==> src/rtl/nf10_upb_packet_fifo_writer.sv <==
// AXI4-Stream slave feeding the write side of a commit/revert packet FIFO.
// A packet that hits FIFO full or exceeds MAX_PKT_BYTES is dropped whole; any beats already written are reverted.
module nf10_upb_packet_fifo_writer #(
  parameter int DATA_WIDTH     = 256,
  parameter int KEEP_WIDTH     = 32,
  parameter int METADATA_WIDTH = 16,
  parameter int MAX_PKT_BYTES  = 16383
) (
  input  logic                      CLK,
  input  logic                      RST,
  input  logic [DATA_WIDTH-1:0]     S_AXIS_TDATA,
  input  logic [KEEP_WIDTH-1:0]     S_AXIS_TKEEP,
  input  logic                      S_AXIS_TVALID,
  input  logic                      S_AXIS_TLAST,
  output logic                      S_AXIS_TREADY,
  input  logic                      FIFO_FULL,
  output logic [DATA_WIDTH-1:0]     FIFO_DI,
  output logic [METADATA_WIDTH-1:0] FIFO_MI,
  output logic                      FIFO_WREN,
  output logic                      FIFO_COMMIT,
  output logic                      FIFO_REVERT,
  output logic [31:0]               PKT_COUNT,
  output logic [31:0]               DROP_COUNT
);

  typedef enum logic [1:0] {ST_IDLE, ST_ACTIVE, ST_DROP} state_t;

  state_t                    state_q, state_d;
  logic [METADATA_WIDTH-1:0] len_acc_q, len_acc_d;
  logic [31:0]               pkt_count_q, pkt_count_d;
  logic [31:0]               drop_count_q, drop_count_d;

  logic [METADATA_WIDTH:0]   nbytes;
  logic [METADATA_WIDTH:0]   len_next;
  logic                      beat;
  logic                      writable;
  logic                      oversize;
  logic                      blocked;

  always_comb begin
    nbytes = '0;
    for (int unsigned i = 0; i < KEEP_WIDTH; i++) begin
      nbytes = nbytes + {{METADATA_WIDTH{1'b0}}, S_AXIS_TKEEP[i]};
    end
  end

  // One extra bit keeps the running length from wrapping before the limit compare.
  assign len_next = {1'b0, len_acc_q} + nbytes;
  assign oversize = len_next > (METADATA_WIDTH + 1)'(MAX_PKT_BYTES);
  assign beat     = S_AXIS_TVALID;
  assign writable = (state_q == ST_IDLE) || (state_q == ST_ACTIVE);
  assign blocked  = FIFO_FULL || oversize;

  assign S_AXIS_TREADY = 1'b1;
  assign FIFO_DI       = S_AXIS_TDATA;
  assign FIFO_MI       = len_next[METADATA_WIDTH-1:0];
  assign FIFO_WREN     = beat && writable && !blocked && !RST;
  assign FIFO_COMMIT   = FIFO_WREN && S_AXIS_TLAST;
  assign FIFO_REVERT   = beat && (state_q == ST_ACTIVE) && blocked && !RST;
  assign PKT_COUNT     = pkt_count_q;
  assign DROP_COUNT    = drop_count_q;

  always_comb begin
    state_d      = state_q;
    len_acc_d    = len_acc_q;
    pkt_count_d  = pkt_count_q;
    drop_count_d = drop_count_q;
    if (beat) begin
      unique case (state_q)
        ST_IDLE, ST_ACTIVE: begin
          if (blocked) begin
            drop_count_d = drop_count_q + 32'd1;
            len_acc_d    = '0;
            state_d      = S_AXIS_TLAST ? ST_IDLE : ST_DROP;
          end else if (S_AXIS_TLAST) begin
            pkt_count_d = pkt_count_q + 32'd1;
            len_acc_d   = '0;
            state_d     = ST_IDLE;
          end else begin
            len_acc_d = len_next[METADATA_WIDTH-1:0];
            state_d   = ST_ACTIVE;
          end
        end
        ST_DROP: begin
          if (S_AXIS_TLAST) begin
            state_d = ST_IDLE;
          end
        end
        default: state_d = ST_IDLE;
      endcase
    end
  end

  always_ff @(posedge CLK) begin
    if (RST) begin
      state_q      <= ST_IDLE;
      len_acc_q    <= '0;
      pkt_count_q  <= '0;
      drop_count_q <= '0;
    end else begin
      state_q      <= state_d;
      len_acc_q    <= len_acc_d;
      pkt_count_q  <= pkt_count_d;
      drop_count_q <= drop_count_d;
    end
  end

endmodule

==> config.mk <==
export PLATFORM = sky130hd
export DESIGN_NAME = nf10_upb_packet_fifo_writer
export DESIGN_NICKNAME = d
export VERILOG_FILES = /design/src/rtl/nf10_upb_packet_fifo_writer.sv
export SDC_FILE = /design/constraint.sdc
export NUM_CORES = 1
export LEC_CHECK = 0
export CAP_MARGIN = 25
export CELL_PAD_IN_SITES_DETAIL_PLACEMENT = 0
export CELL_PAD_IN_SITES_GLOBAL_PLACEMENT = 1
export CORE_AREA = 2 2 248 250
export DETAILED_ROUTE_END_ITERATION = 7
export DIE_AREA = 0 0 250 252
export PLACE_DENSITY_LB_ADDON = 0.1
export SLEW_MARGIN = 20
export SYNTH_ARGS = -nofsm -noshare
export SYNTH_HDL_FRONTEND = slang
export SYNTH_SLANG_ARGS = --single-unit
==> constraint.sdc <==
create_clock -name CLK -period 10.15 [get_ports CLK]
set_input_delay 2.5375 -clock CLK [delete_from_list [all_inputs] [get_ports CLK]]
set_output_delay 2.5375 -clock CLK [all_outputs]
set_load 0.02 [all_outputs]
After elaboration in Yosys (flattened, before gate mapping)
Index checks and enable logic that the tools add are counted.
{"block": "op_classes", "n_div": 0, "eq_ne": 3, "mux": 7, "multipliers": 0, "n_addsub": 34, "n_bitwise": 1, "order_cmp": 1, "reduce_logical": 17, "shifts": 0}
{"operator": "adder 17 x 1 -> 17 bit", "n": 15}
{"operator": "adder 32 x 1 -> 32 bit, second input constant", "n": 2}
{"operator": "2-to-1 mux 16 bit", "n": 2}
{"operator": "adder 16 x 1 -> 17 bit", "n": 1}
{"operator": "adder 16 x 17 -> 17 bit", "n": 1}
{"operator": "greater-than comparator 17 x 14 -> 1 bit, second input constant", "n": 1}
{"operator": "adder 15 x 1 -> 16 bit", "n": 1}
{"operator": "adder 14 x 1 -> 15 bit", "n": 1}
{"operator": "adder 13 x 1 -> 14 bit", "n": 1}
{"operator": "adder 12 x 1 -> 13 bit", "n": 1}
{"operator": "adder 11 x 1 -> 12 bit", "n": 1}
{"operator": "adder 10 x 1 -> 11 bit", "n": 1}
{"operator": "adder 9 x 1 -> 10 bit", "n": 1}
{"operator": "adder 8 x 1 -> 9 bit", "n": 1}
{"operator": "adder 7 x 1 -> 8 bit", "n": 1}
{"operator": "adder 6 x 1 -> 7 bit", "n": 1}
{"operator": "logical AND 1 bit", "n": 7}
{"operator": "adder 5 x 1 -> 6 bit", "n": 1}
{"operator": "2-to-1 mux 2 bit", "n": 3}
{"operator": "adder 4 x 1 -> 5 bit", "n": 1}
{"operator": "adder 3 x 1 -> 4 bit", "n": 1}
{"operator": "case mux 2 bit (2 select lines)", "n": 1}
{"operator": "AND reduction 2 bit", "n": 2}
{"operator": "AND reduction 4 bit", "n": 1}
{"operator": "12 further kinds", "n": 14}
{"block": "word_totals", "elab_cells": 67, "out_inout_bits": 340, "ram_bits": 0, "latchBits": 0, "reg_bits": 82, "in_bits": 293, "memories": 0, "romBits": 0}

Longest topological paths before layout
{"block": "depth", "depth_word": 38, "depth_mapped": 21}

Least setup slack after synthesis
Ideal clock, no wire load.
{"block": "synth_timing", "kind": "input to output", "startpoint": "input S_AXIS_TKEEP[0]", "endpoint": "output FIFO_REVERT", "path_stages": 17, "arrival_ps": 8175, "path_buffers": 2, "path_slack_ps": -562, "path_cell_list": "fa_1 > inv_1 > fa_1 > fa_1 > fa_1 > fa_1 > fa_1 > fa_1 > fa_1 > nand2b_1 > a21oi_1 > o311a_4 > or2_4 > a21boi_4 > buf_2 > buf_2 > nor4b_1"}
{"block": "synth_between", "elab_chain_len": 36}
{"item": "from (decl)", "line": "12", "text": "input logic [KEEP_WIDTH-1:0] S_AXIS_TKEEP,"}
{"item": "adder 1 x 1 -> 2 bit", "line": "43", "text": "nbytes = nbytes + {{METADATA_WIDTH{1'b0}}, S_AXIS_TKEEP[i]};"}
{"item": "adder 2 x 1 -> 3 bit", "line": "43"}
{"item": "adder 3 x 1 -> 4 bit", "line": "43"}
{"item": "adder 4 x 1 -> 5 bit", "line": "43"}
{"item": "adder 5 x 1 -> 6 bit", "line": "43"}
{"item": "adder 6 x 1 -> 7 bit", "line": "43"}
{"item": "adder 7 x 1 -> 8 bit", "line": "43"}
{"item": "adder 8 x 1 -> 9 bit", "line": "43"}
{"item": "[... 5 more ...]"}
{"item": "adder 14 x 1 -> 15 bit", "line": "43"}
{"item": "adder 15 x 1 -> 16 bit", "line": "43"}
{"item": "adder 16 x 1 -> 17 bit", "line": "43"}
{"item": "adder 17 x 1 -> 17 bit (15 in a row)", "line": "43"}
{"item": "adder 16 x 17 -> 17 bit", "line": "48", "text": "assign len_next = {1'b0, len_acc_q} + nbytes;"}
{"item": "greater-than comparator 17 x 14 -> 1 bit", "line": "49", "text": "assign oversize = len_next > (METADATA_WIDTH + 1)'(MAX_PKT_BYTES);"}
{"item": "logical OR 1 bit", "line": "52", "text": "assign blocked = FIFO_FULL || oversize;"}
{"item": "logical AND 1 bit (2 in a row)", "line": "59", "text": "assign FIFO_REVERT = beat && (state_q == ST_ACTIVE) && blocked && !RST;"}
{"item": "to (decl)", "line": "21", "text": "output logic FIFO_REVERT,"}
Every way passes these cells.

Worst setup path after layout
{"block": "layout_timing", "startpoint": "input S_AXIS_TKEEP[1]", "endpoint": "output FIFO_COMMIT"}
{"block": "layout_between", "elab_chain_len": 38}
{"item": "adder 1 x 1 -> 2 bit", "line": "43"}
{"item": "adder 2 x 1 -> 3 bit", "line": "43"}
{"item": "adder 3 x 1 -> 4 bit", "line": "43"}
{"item": "adder 4 x 1 -> 5 bit", "line": "43"}
{"item": "adder 5 x 1 -> 6 bit", "line": "43"}
{"item": "adder 6 x 1 -> 7 bit", "line": "43"}
{"item": "adder 7 x 1 -> 8 bit", "line": "43"}
{"item": "adder 8 x 1 -> 9 bit", "line": "43"}
{"item": "[... 7 more ...]"}
{"item": "adder 16 x 1 -> 17 bit", "line": "43"}
{"item": "adder 17 x 1 -> 17 bit (15 in a row)", "line": "43"}
{"item": "adder 16 x 17 -> 17 bit", "line": "48"}
{"item": "greater-than comparator 17 x 14 -> 1 bit", "line": "49"}
{"item": "logical OR 1 bit", "line": "52"}
{"item": "logical NOT 1 bit", "line": "57", "text": "assign FIFO_WREN = beat && writable && !blocked && !RST;"}
{"item": "logical AND 1 bit (2 in a row)", "line": "57"}
{"item": "logical AND 1 bit", "line": "58", "text": "assign FIFO_COMMIT = FIFO_WREN && S_AXIS_TLAST;"}
{"item": "to (decl)", "line": "20", "text": "output logic FIFO_COMMIT,"}
Every way passes these cells.

==> key figures <==
Finish
  – Area of the multi-input gates: 3233 um^2
  – Core Util, Final: 0.1302
  – Register area: 1642 um^2
  – Fin nets: 1078
  – Post-Layout Cell Count: 1528
  – Share of cells above drive strength 1: 0.1689
  – Design area: 7829 um^2
  – Layout fillers: 6947
  – Antenna diodes: 0
  – Synthesis-to-finish area growth: 11.02%

Synthesis
  – Post-synthesis mux area share: 0.004613
  – Netlist area before placement: 7052 um^2
  – Largest area contributor in the netlist: buf_4
  – Syn Inst Count: 854
  – #FFs+latches synth: 82
  – Most instantiated library cell after synthesis: buf_4
  – Syn_nets: 1190
  – Synth top area cells: buf_4 28%, dfxtp_1 23%, fa_1 7.4%
  – Synth warnings: 0
  – Unique masters post-synth: 50
  – Post-synthesis xor/xnor area fraction: 0.03229
  – Top_reg_cell synth: dfxtp_1
  – Register area share after synthesis: 0.2328
  – Synthesized area per cell: 8.257 um^2
  – Post-synthesis compound-gate area fraction: 0.1388
  – Post-Synth Simple-Gate Area: 0.1650
  – Adder-cell share of the synthesized area: 0.1040
  – Main combinational cell family by area after synthesis: buffers and inverters
  – Top cells by count, synth: 261 x buf_4, 82 x dfxtp_1, 58 x a21oi_1
  – FFs w/ async S/R, synth: 0
  – Number of synthesized flops with an enable pin: 0
  – Yosys top cell area share: 0.2779

Die
  – Row Count: 90
  – Starting Density: 0.1173
  – Die X: 250 um
  – Core region area: 60130 um^2
  – Die height: 252 um
  – Die area: 63000 um^2
  – Top Ports: 633

Global route
  – Largest net degree at the start of global routing: 64
  – Antenna violations before repair: 1
  – Gr ovfl total: 0
  – Vias in the first global route: 5403
  – GRT Resource Usage Total: 0.08030
  – First-pass GRT wire length: 36.78 mm

Power
  – Design Power: 2.168 mW
  – PD cells: 276.9 nW/um^2
  – Maximum VDD drop: 0.2544 mV
  – Leak Pwr: 2.699 nW

Setup path
  – Critical path launch point type: primary input
  – CP Capture Type: primary output
  – Critical Path RT: 7.61 ns
  – Crit path launch: S_AXIS_TKEEP[1]
  – CP max-delay cell: fa_1
  – Worst R2R Start: len_acc_q[0]
  – Worst-path cell chain: buf_6 > fa_1 > inv_2 > fa_2 > fa_1 > fa_1 > fa_1 > fa_1 > fa_2 > fa_2 > nand2b_4 > a21oi_4 > o311a_4 > buf_6 > nor2_2 > o211ai_1 > buf_4 > nor2_1 > buf_4
  – Arrival time worst endpoint: 7.62 ns
  – Crit Path Class: primary input to primary output
  – Cell mode on critical path: fa_1
  – Crit-path max cell delay: 0.54 ns
  – Crit-path max FO: 3

Flow run
  – Total of max-cap violations: 0

Placed design
  – Number of I/O port buffers: 119
  – Placed Cells incl. Taps: 1507
  – Dpl hpwl: 18.90 mm
  – GP Congestion: 0.6259
  – Cell Area, Placed: 7491 um^2

Timing
  – Final worst slack: -0.01205 ns
  – Relative slew slack: 0.4217
  – Unrepaired setup endpoints after global routing: yes
  – Slew @ Worst Pin: 0.8650 ns
  – Fin crit share: 1.001
  – Endpoints failing setup: 1
  – Highest clock rate: 0.09841 GHz
  – Worst Skew: 0.01117 ns
  – Pins Over Slew Limit: 0
  – Tmin final: 10.16 ns
  – Final hold violation count: 0
  – Worst Hold Slack: 0.4849 ns

Clock network
  – CTS tree: yes
  – CTS HTree Levels: 3
  – Root buf cell: clkbuf_16
  – Clock Sinks: 82
  – Clk buf depth: 2
  – Clock transition at path regs: 0.07 ns
  – Clk Latency, worst-skew pair: 0.38 ns
  – Num CTS Buffers: 9
  – Hold buffer count at CTS: 0

Routing
  – Via count: 5152
  – Avg WL per Cell: 16.53 um
  – Final ANT Viol Nets: 0
  – # DRC: 0
  – Via density: 3.372
  – Initial DRC Count: 182
  – First-pass iteration count of the detailed router: 5
  – Final wirelength: 25.26 mm

Run status
  – Failing checks: negative setup slack
  – Status: finished, violations left

Worst hold path
  – Hold path startpoint: PKT_COUNT[31]
  – Min-Delay Path Class: flop to flop
==> cell type report <==
cell class | instances | share of cell area
Timing Repair Buffer | 167 | 0.1913
Multi-Input combinational cell | 431 | 0.4130
Tap cell | 782 | 0.1250
Inverter | 51 | 0.02445
Sequential cell | 82 | 0.2097
Clock inverter | 4 | 0.006872
Clock buffer | 11 | 0.02973
==> registers in the layout, indices dropped and copies added (netlist names) <==
register	flops
DROP_COUNT	32
len_acc_q	16
state_q	2
PKT_COUNT	32
==> cell families (layout without fill, tap and decap cells) <==
kind of cell               count (synthesis)  in the layout
buffers and inverters                    341            233
and+or+nand+nor                          207            207
AOI/OAI and AO/OA                        151            151
DFF                                       82             82
adders and majority gates                 43             43
xor gates and xnor gates                  26             26
muxes                                      3              3
other                                      1              1
==> through the flow <==
| step | TNS (ns) | setup WS (ns) |
|---|---|---|
| 5_1_grt | -1.619 | -0.2607 |
| 4_1_cts | -2.021 | -0.2771 |
| 6_report | -0.01205 | -0.01205 |
| 3_5_place_dp | -12.81 | -1.016 |
| 3_3_place_gp | -13.14 | -1.039 |
| 2_1_floorplan | -0.00007461 | -0.00007461 |
==> cells in the final DEF, fill, tap and decap left out, types with 3 or more instances in the layout <==
| cell type | Yosys | routed |
|---|---|---|
| a21oi_1 | 58 | 56 |
| a22oi_1 | 10 | 10 |
| and2_1 | 6 | 6 |
| and3_1 | 12 | 11 |
| and4_1 | 8 | 8 |
| buf_2 | 9 | 13 |
| buf_4 | 261 | 50 |
| buf_6 | 0 | 12 |
| clkbuf_16 | 0 | 9 |
| clkdlybuf4s15_2 | 0 | 3 |
| clkdlybuf4s50_1 | 0 | 87 |
| dfxtp_1 | 82 | 82 |
| fa_1 | 26 | 23 |
| fa_2 | 0 | 3 |
| ha_1 | 17 | 17 |
| inv_1 | 51 | 47 |
| inv_2 | 0 | 4 |
| nand2_1 | 33 | 33 |
| nand2b_1 | 6 | 4 |
| nand3_1 | 21 | 21 |
| nand4_1 | 7 | 7 |
| nor2_1 | 42 | 41 |
| nor3_1 | 6 | 6 |
| o2111ai_1 | 9 | 9 |
| o211ai_1 | 7 | 7 |
| o21a_1 | 3 | 3 |
| o21ai_0 | 26 | 24 |
| o21ai_1 | 1 | 3 |
| o31ai_1 | 26 | 26 |
| or3_1 | 21 | 21 |
| or4_1 | 27 | 27 |
| xnor2_1 | 10 | 9 |
| xor2_1 | 16 | 16 |
==> report_power, final <==
group	leakage [nW]	internal (mW)	switching, mW
sequential	0.661	0.330	0.00599
clock	0.132	0.190	0.164
combinational	1.91	0.714	0.763
==> worst paths after layout <==
path                    end  depth (start not counted)  slack [ns]
min           PKT_COUNT[31]                          2        0.48
min reg2reg   PKT_COUNT[31]                          2        0.48
max             FIFO_COMMIT                         19       -0.01
max reg2reg  DROP_COUNT[31]                         17        4.43
==> critical path, delay by kind of cell <==
family / cells / cell delay, ns
AO/OA/AOI/OAI: 3 / 0.58
adder cells (fa/ha/maj): 8 / 3.68
buffers and inverters: 5 / 0.56
AND/OR/NAND/NOR: 3 / 0.25
==> routing by layer <==
metal  share of wire  global-route usage  vias up  wire length (um)
li1                -                   -     2436                 -
met1            0.41             0.09008     2404             10470
met2            0.46              0.1263      225             11660
met3           0.088             0.04034       83              2212
met4           0.035             0.03781        4               879
met5          0.0018            0.004633        -                45
==> what timing repair did <==
| action | in CTS | in global routing |
|---|---|---|
| gates resized for setup | 126 | 19 |
| setup buffers | 4 | 3 |
| pin swaps | 30 | 14 |
| setup endpoints to repair | 18 | 16 |
Power figures use the tool's default switching activity.
==> variant 1: new RTL, config.mk and constraints unchanged <==
The parameter `METADATA_WIDTH` goes from 16 to 24.
--- a/src/rtl/nf10_upb_packet_fifo_writer.sv
+++ b/src/rtl/nf10_upb_packet_fifo_writer.sv
@@ -3,7 +3,7 @@
 module nf10_upb_packet_fifo_writer #(
   parameter int DATA_WIDTH     = 256,
   parameter int KEEP_WIDTH     = 32,
-  parameter int METADATA_WIDTH = 16,
+  parameter int METADATA_WIDTH = 24,
   parameter int MAX_PKT_BYTES  = 16383
 ) (
   input  logic                      CLK,
Interface: changed (resized FIFO_MI); port bits go from 633 to 641. The function was not compared with the original's and may differ.
==> variant 1 against the original RTL <==
- the run still ends with negative setup slack left
- routed wire length increased by 9.5%
- sequential cell count increased by 8
- design area increased by 11%
- synthesized cell count increased by 8.8%
- synthesized area increased by 7.9%
- power decreased by 2.9%
- fmax decreased by 4.6%
- worst setup slack got worse by 490 ps
- critical path depth decreased by 1
- combinational power decreased by 7%
- clock skew increased by 1.7 ps
- critical endpoint is now FIFO_WREN
==> variant 1: results (changes against the original RTL) <==
[place]
dpl.cell_count = 1585  ; +5.2%
port_buffers = 127  ; +6.7%
pre_cts_ws_ps = -1460  ; -446 ps
dpl_cell_area_sq_um = 8150  ; +8.8%
gp_congestion = 0.644  ; +2.9%
dp_hpwl_mm = 20.7  ; +9.6%

[status]
outcome = finished, violations left
violations = negative setup slack

[cts]
root_buffer = clkbuf_16

[layout]
drive_gt1_frac = 0.185  ; +0.0158
final_nets = 1155  ; +7.1%

[pwr]
peakVddDrop_v = 0.000383  ; +50%
swShare = 0.427  ; -0.00352
p_leak_nw = 2.95  ; +9.4%

[drt]
wirelength_mm = 27.7  ; +9.5%
drtIter0Drc = 184  ; +1.1%
vias = 5856  ; +14%
wl_per_cell_microns = 17.2  ; +4.2%

[synth]
synth_common_cells = buf_4 (258), dfxtp_1 (90), a21oi_1 (66), or4_1 (55)
yosysSeqAreaShare = 0.237  ; +0.00398
synth_mux_area_frac = 0.00575  ; +0.00114
synth_compound_area_frac = 0.141  ; +0.00249
synth_nets = 1265  ; +6.3%
synth_fa_ha_area_frac = 0.0963  ; -0.00762
synth_xor_area_frac = 0.0219  ; -0.0104
avgSynthCellArea_sq_um = 8.19  ; -0.80%
ys_types = 56  ; +12%
synth.area.top_cells = buf_4 (25%), dfxtp_1 (24%), fa_1 (6.8%)

[critical_path]
r2r-start = len_acc_q[0]
r2r_cells = 18  ; +1
reg2reg_slack_ps = 3790  ; -640 ps
worstReg2RegEnd = len_acc_q[10]
crit_fanout = 4  ; +1
cp-endpoint = FIFO_WREN
crit_path_max_incr_delay_ps = 540  ; about the same
worstPathArrival_ps = 8110  ; +490 ps

[timing]
max_slew.worst_pin.slew_ps = 715  ; -150 ps
tns_ps = -1880  ; -1870 ps
clock_skew_ps = 12.9  ; +1.75 ps
setup_viol = 7  ; +6
final.setup.worst_slack_ps = -498  ; -485 ps

[worst_hold_path]
min_from = len_acc_q[0]
hold_end = len_acc_q[0]

[global_routing]
grt_first_pass_wirelength_mm = 40.6  ; +10%
first_global_vias = 5980  ; +11%

variant 1: changes by cell type in the layout (fill, tap and decap cells not counted), moves of 9 or more:
cell,unedited run,this run
o31ai_1,26,54
or4_1,27,55
nor2_1,41,24
or3_1,21,6
nand3_1,21,34
o21ai_0,24,11
nand2_1,33,44
a22oi_1,10,0
a21oi_1,56,65
a22o_1,0,9
o2111ai_1,9,0
xor2_1,16,7
variant 1: timing repair:
action	CTS	global route
hold buffers	0	0
pin swaps	26	20
resized for setup	145	51
setup endpoints to repair	26	22
buffers inserted	2	3
variant 1: metal layers:
layer | GRT usage | share of wire
met5 | 0.00849 | 0.0016
met4 | 0.0412 | 0.028
met3 | 0.0429 | 0.095
met2 | 0.126 | 0.42
met1 | 0.107 | 0.45
variant 1: stage by stage:
stage          utilization  hold slack, ps
6_report             0.144             453
4_1_cts              0.141             456
3_3_place_gp         0.136             445
5_1_grt              0.144             477
3_5_place_dp         0.136             445
2_1_floorplan            -             427
variant 1: layout make-up:
class                           count  area [sq um]
Fill cell                        6872         51500
Multi-Input combinational cell    487          3790
Sequential cell                    90          1800
Timing Repair Buffer              177          1610
Tap cell                          782           978
Clock buffer                       13           250
Inverter                           54           203
Clock inverter                      2          37.5
variant 1: power by group through the flow:
stage	Sequential (mW)	Clock [mW]	Combinational, mW
2_1_floorplan	0.371	0	0.836
3_3_place_gp	0.372	0	1.34
3_5_place_dp	0.373	0	1.31
4_1_cts	0.364	0.396	1.40
5_1_grt	0.365	0.403	1.53
6_report	0.364	0.366	1.37
variant 1: cells by family after synthesis:
family | count (synthesis)
other cells | 1
fa+ha+maj | 43
simple gates | 255
flops | 90
buf+inv | 352
compound gates | 165
mux | 4
xor+xnor | 19
==> variant 2: new RTL, same settings <==
Made on the original files. Register the output `DROP_COUNT` once more; this adds one clock of latency there. The other outputs are not delayed to match.
--- a/src/rtl/nf10_upb_packet_fifo_writer.sv
+++ b/src/rtl/nf10_upb_packet_fifo_writer.sv
@@ -58,7 +58,9 @@
   assign FIFO_COMMIT   = FIFO_WREN && S_AXIS_TLAST;
   assign FIFO_REVERT   = beat && (state_q == ST_ACTIVE) && blocked && !RST;
   assign PKT_COUNT     = pkt_count_q;
-  assign DROP_COUNT    = drop_count_q;
+  always_ff @(posedge CLK) begin
+    DROP_COUNT <= drop_count_q;
+  end
 
   always_comb begin
     state_d      = state_q;
Behaviour: not the same (a bounded check fails within 4 cycles, from zero or initial values and one cycle with RST high).
==> variant 2 against the original RTL <==
- the flow still finishes with violations (negative setup slack)
- critical endpoint unchanged
- cell count up 4.3%
- routed wire length increased by 24%
- power up 5.3%
- design area is 14% higher
- non-clock buffer count decreased by 9
- global-route usage grew 1.8 points
- synthesized area rose by 11%
- critical path type unchanged
- worst setup slack worse by 200 ps
- sequential cell count rose by 32
==> variant 2: results (changes against the original RTL) <==
[drt]
drtIter0Drc = 217  ; +19%
first_pass_iters = 6  ; +1
dr_wl_met3_mm = 3.17  ; +43%
met1_length_mm = 11.9  ; +14%
wirelength_mm = 31.2  ; +24%
viasPerCell = 3.60  ; +6.8%

[critical_path]
worstReg2RegEnd = drop_count_q[16]
reg2reg_slack_ps = 4410  ; -20 ps
crit_path_max_incr_delay_ps = 560  ; +20 ps

[cts]
worstSkewPairLatency_ps = 460  ; +80 ps
cts_sinks = 114  ; +39%
cts_buffers = 17  ; +8
htreeDepth = 4  ; +1
cts_resized = 93  ; -26%

[global_routing]
grtUsageTotal = 0.0982  ; +0.0179
use_met3 = 0.0520  ; +0.0117
use_met2 = 0.153  ; +0.0267
grtUsageMet1 = 0.105  ; +0.0152

[layout]
final-nonclk-buf-share = 0.164  ; -0.0275
clockBufferCount = 19  ; +8
seq_share = 0.255  ; +0.0450
clockNetworkAreaShare = 0.0644  ; +0.0278
layout.non_clock_buffers = 158  ; -5.4%
inverters = 60  ; +18%
nFillCells = 6859  ; -1.3%
drive_gt1_frac = 0.183  ; +0.0138
multi_input_gates = 446  ; +3.5%

[status]
violations = negative setup slack
outcome = finished, violations left

[synth]
synth.area.top_cells = dfxtp_1 (29%), buf_4 (25%), fa_1 (6.6%)
synthesis.area_sq_um = 7840  ; +11%
avgSynthCellArea_sq_um = 8.63  ; +4.6%
synth_fa_ha_area_frac = 0.0935  ; -0.0105
synth_mux_area_frac = 0.00287  ; -0.00174
synth_common_cells = buf_4 (258), dfxtp_1 (114), inv_1 (59), a21oi_1 (57), nand2_1 (43)
synth_xor_area_frac = 0.0132  ; -0.0190
synth_nets = 1244  ; +4.5%
ys_types = 59  ; +18%
yosysSeqAreaShare = 0.291  ; +0.0583

[timing]
final.setup.worst_slack_ps = -210  ; -197 ps
tns_ps = -958  ; -946 ps
setup_viol = 6  ; +5
holdWs_ps = 371  ; -114 ps
clock_skew_ps = 12.6  ; +1.41 ps
max_slew.worst_pin.slew_ps = 790  ; -74.9 ps

[worst_hold_path]
min_from = drop_count_q[31]
whs_path_depth = 0  ; -2

[place]
dpl.cell_count = 1551  ; +2.9%
dp_hpwl_mm = 24.3  ; +29%
gp_congestion = 0.648  ; +3.5%
pre_cts_ws_ps = -1160  ; -147 ps

[pwr]
p_int_mw = 1.34  ; +8.2%
peakVddDrop_v = 0.000315  ; +24%
p_comb_mw = 1.21  ; -18%
clockPowerShare = 0.270  ; +0.106
p_leak_nw = 3.14  ; +17%

## variant 2: cell types whose count changed after synthesis, sizes merged, moves of 6 or more
cell,unedited run,this run
a22o,0,8
a22oi,10,0
dfxtp,82,114
inv,51,60
nand2,33,43
nand4,9,20
nor2,43,22
o31ai,26,32
or4,27,35
xor2,16,3
## variant 2: worst max-delay path by stage
| stage | start | slack, ps | to |
|---|---|---|---|
| 6_report | S_AXIS_TKEEP[3] | -210 | FIFO_COMMIT |
| 4_1_cts | S_AXIS_TKEEP[11] | -480 | FIFO_REVERT |
| 3_5_place_dp | S_AXIS_TKEEP[0] | -1160 | FIFO_COMMIT |
| 2_1_floorplan | S_AXIS_TKEEP[17] | -120 | FIFO_REVERT |
| 5_1_grt | S_AXIS_TKEEP[3] | -430 | FIFO_REVERT |
| 3_3_place_gp | S_AXIS_TKEEP[0] | -1130 | FIFO_COMMIT |
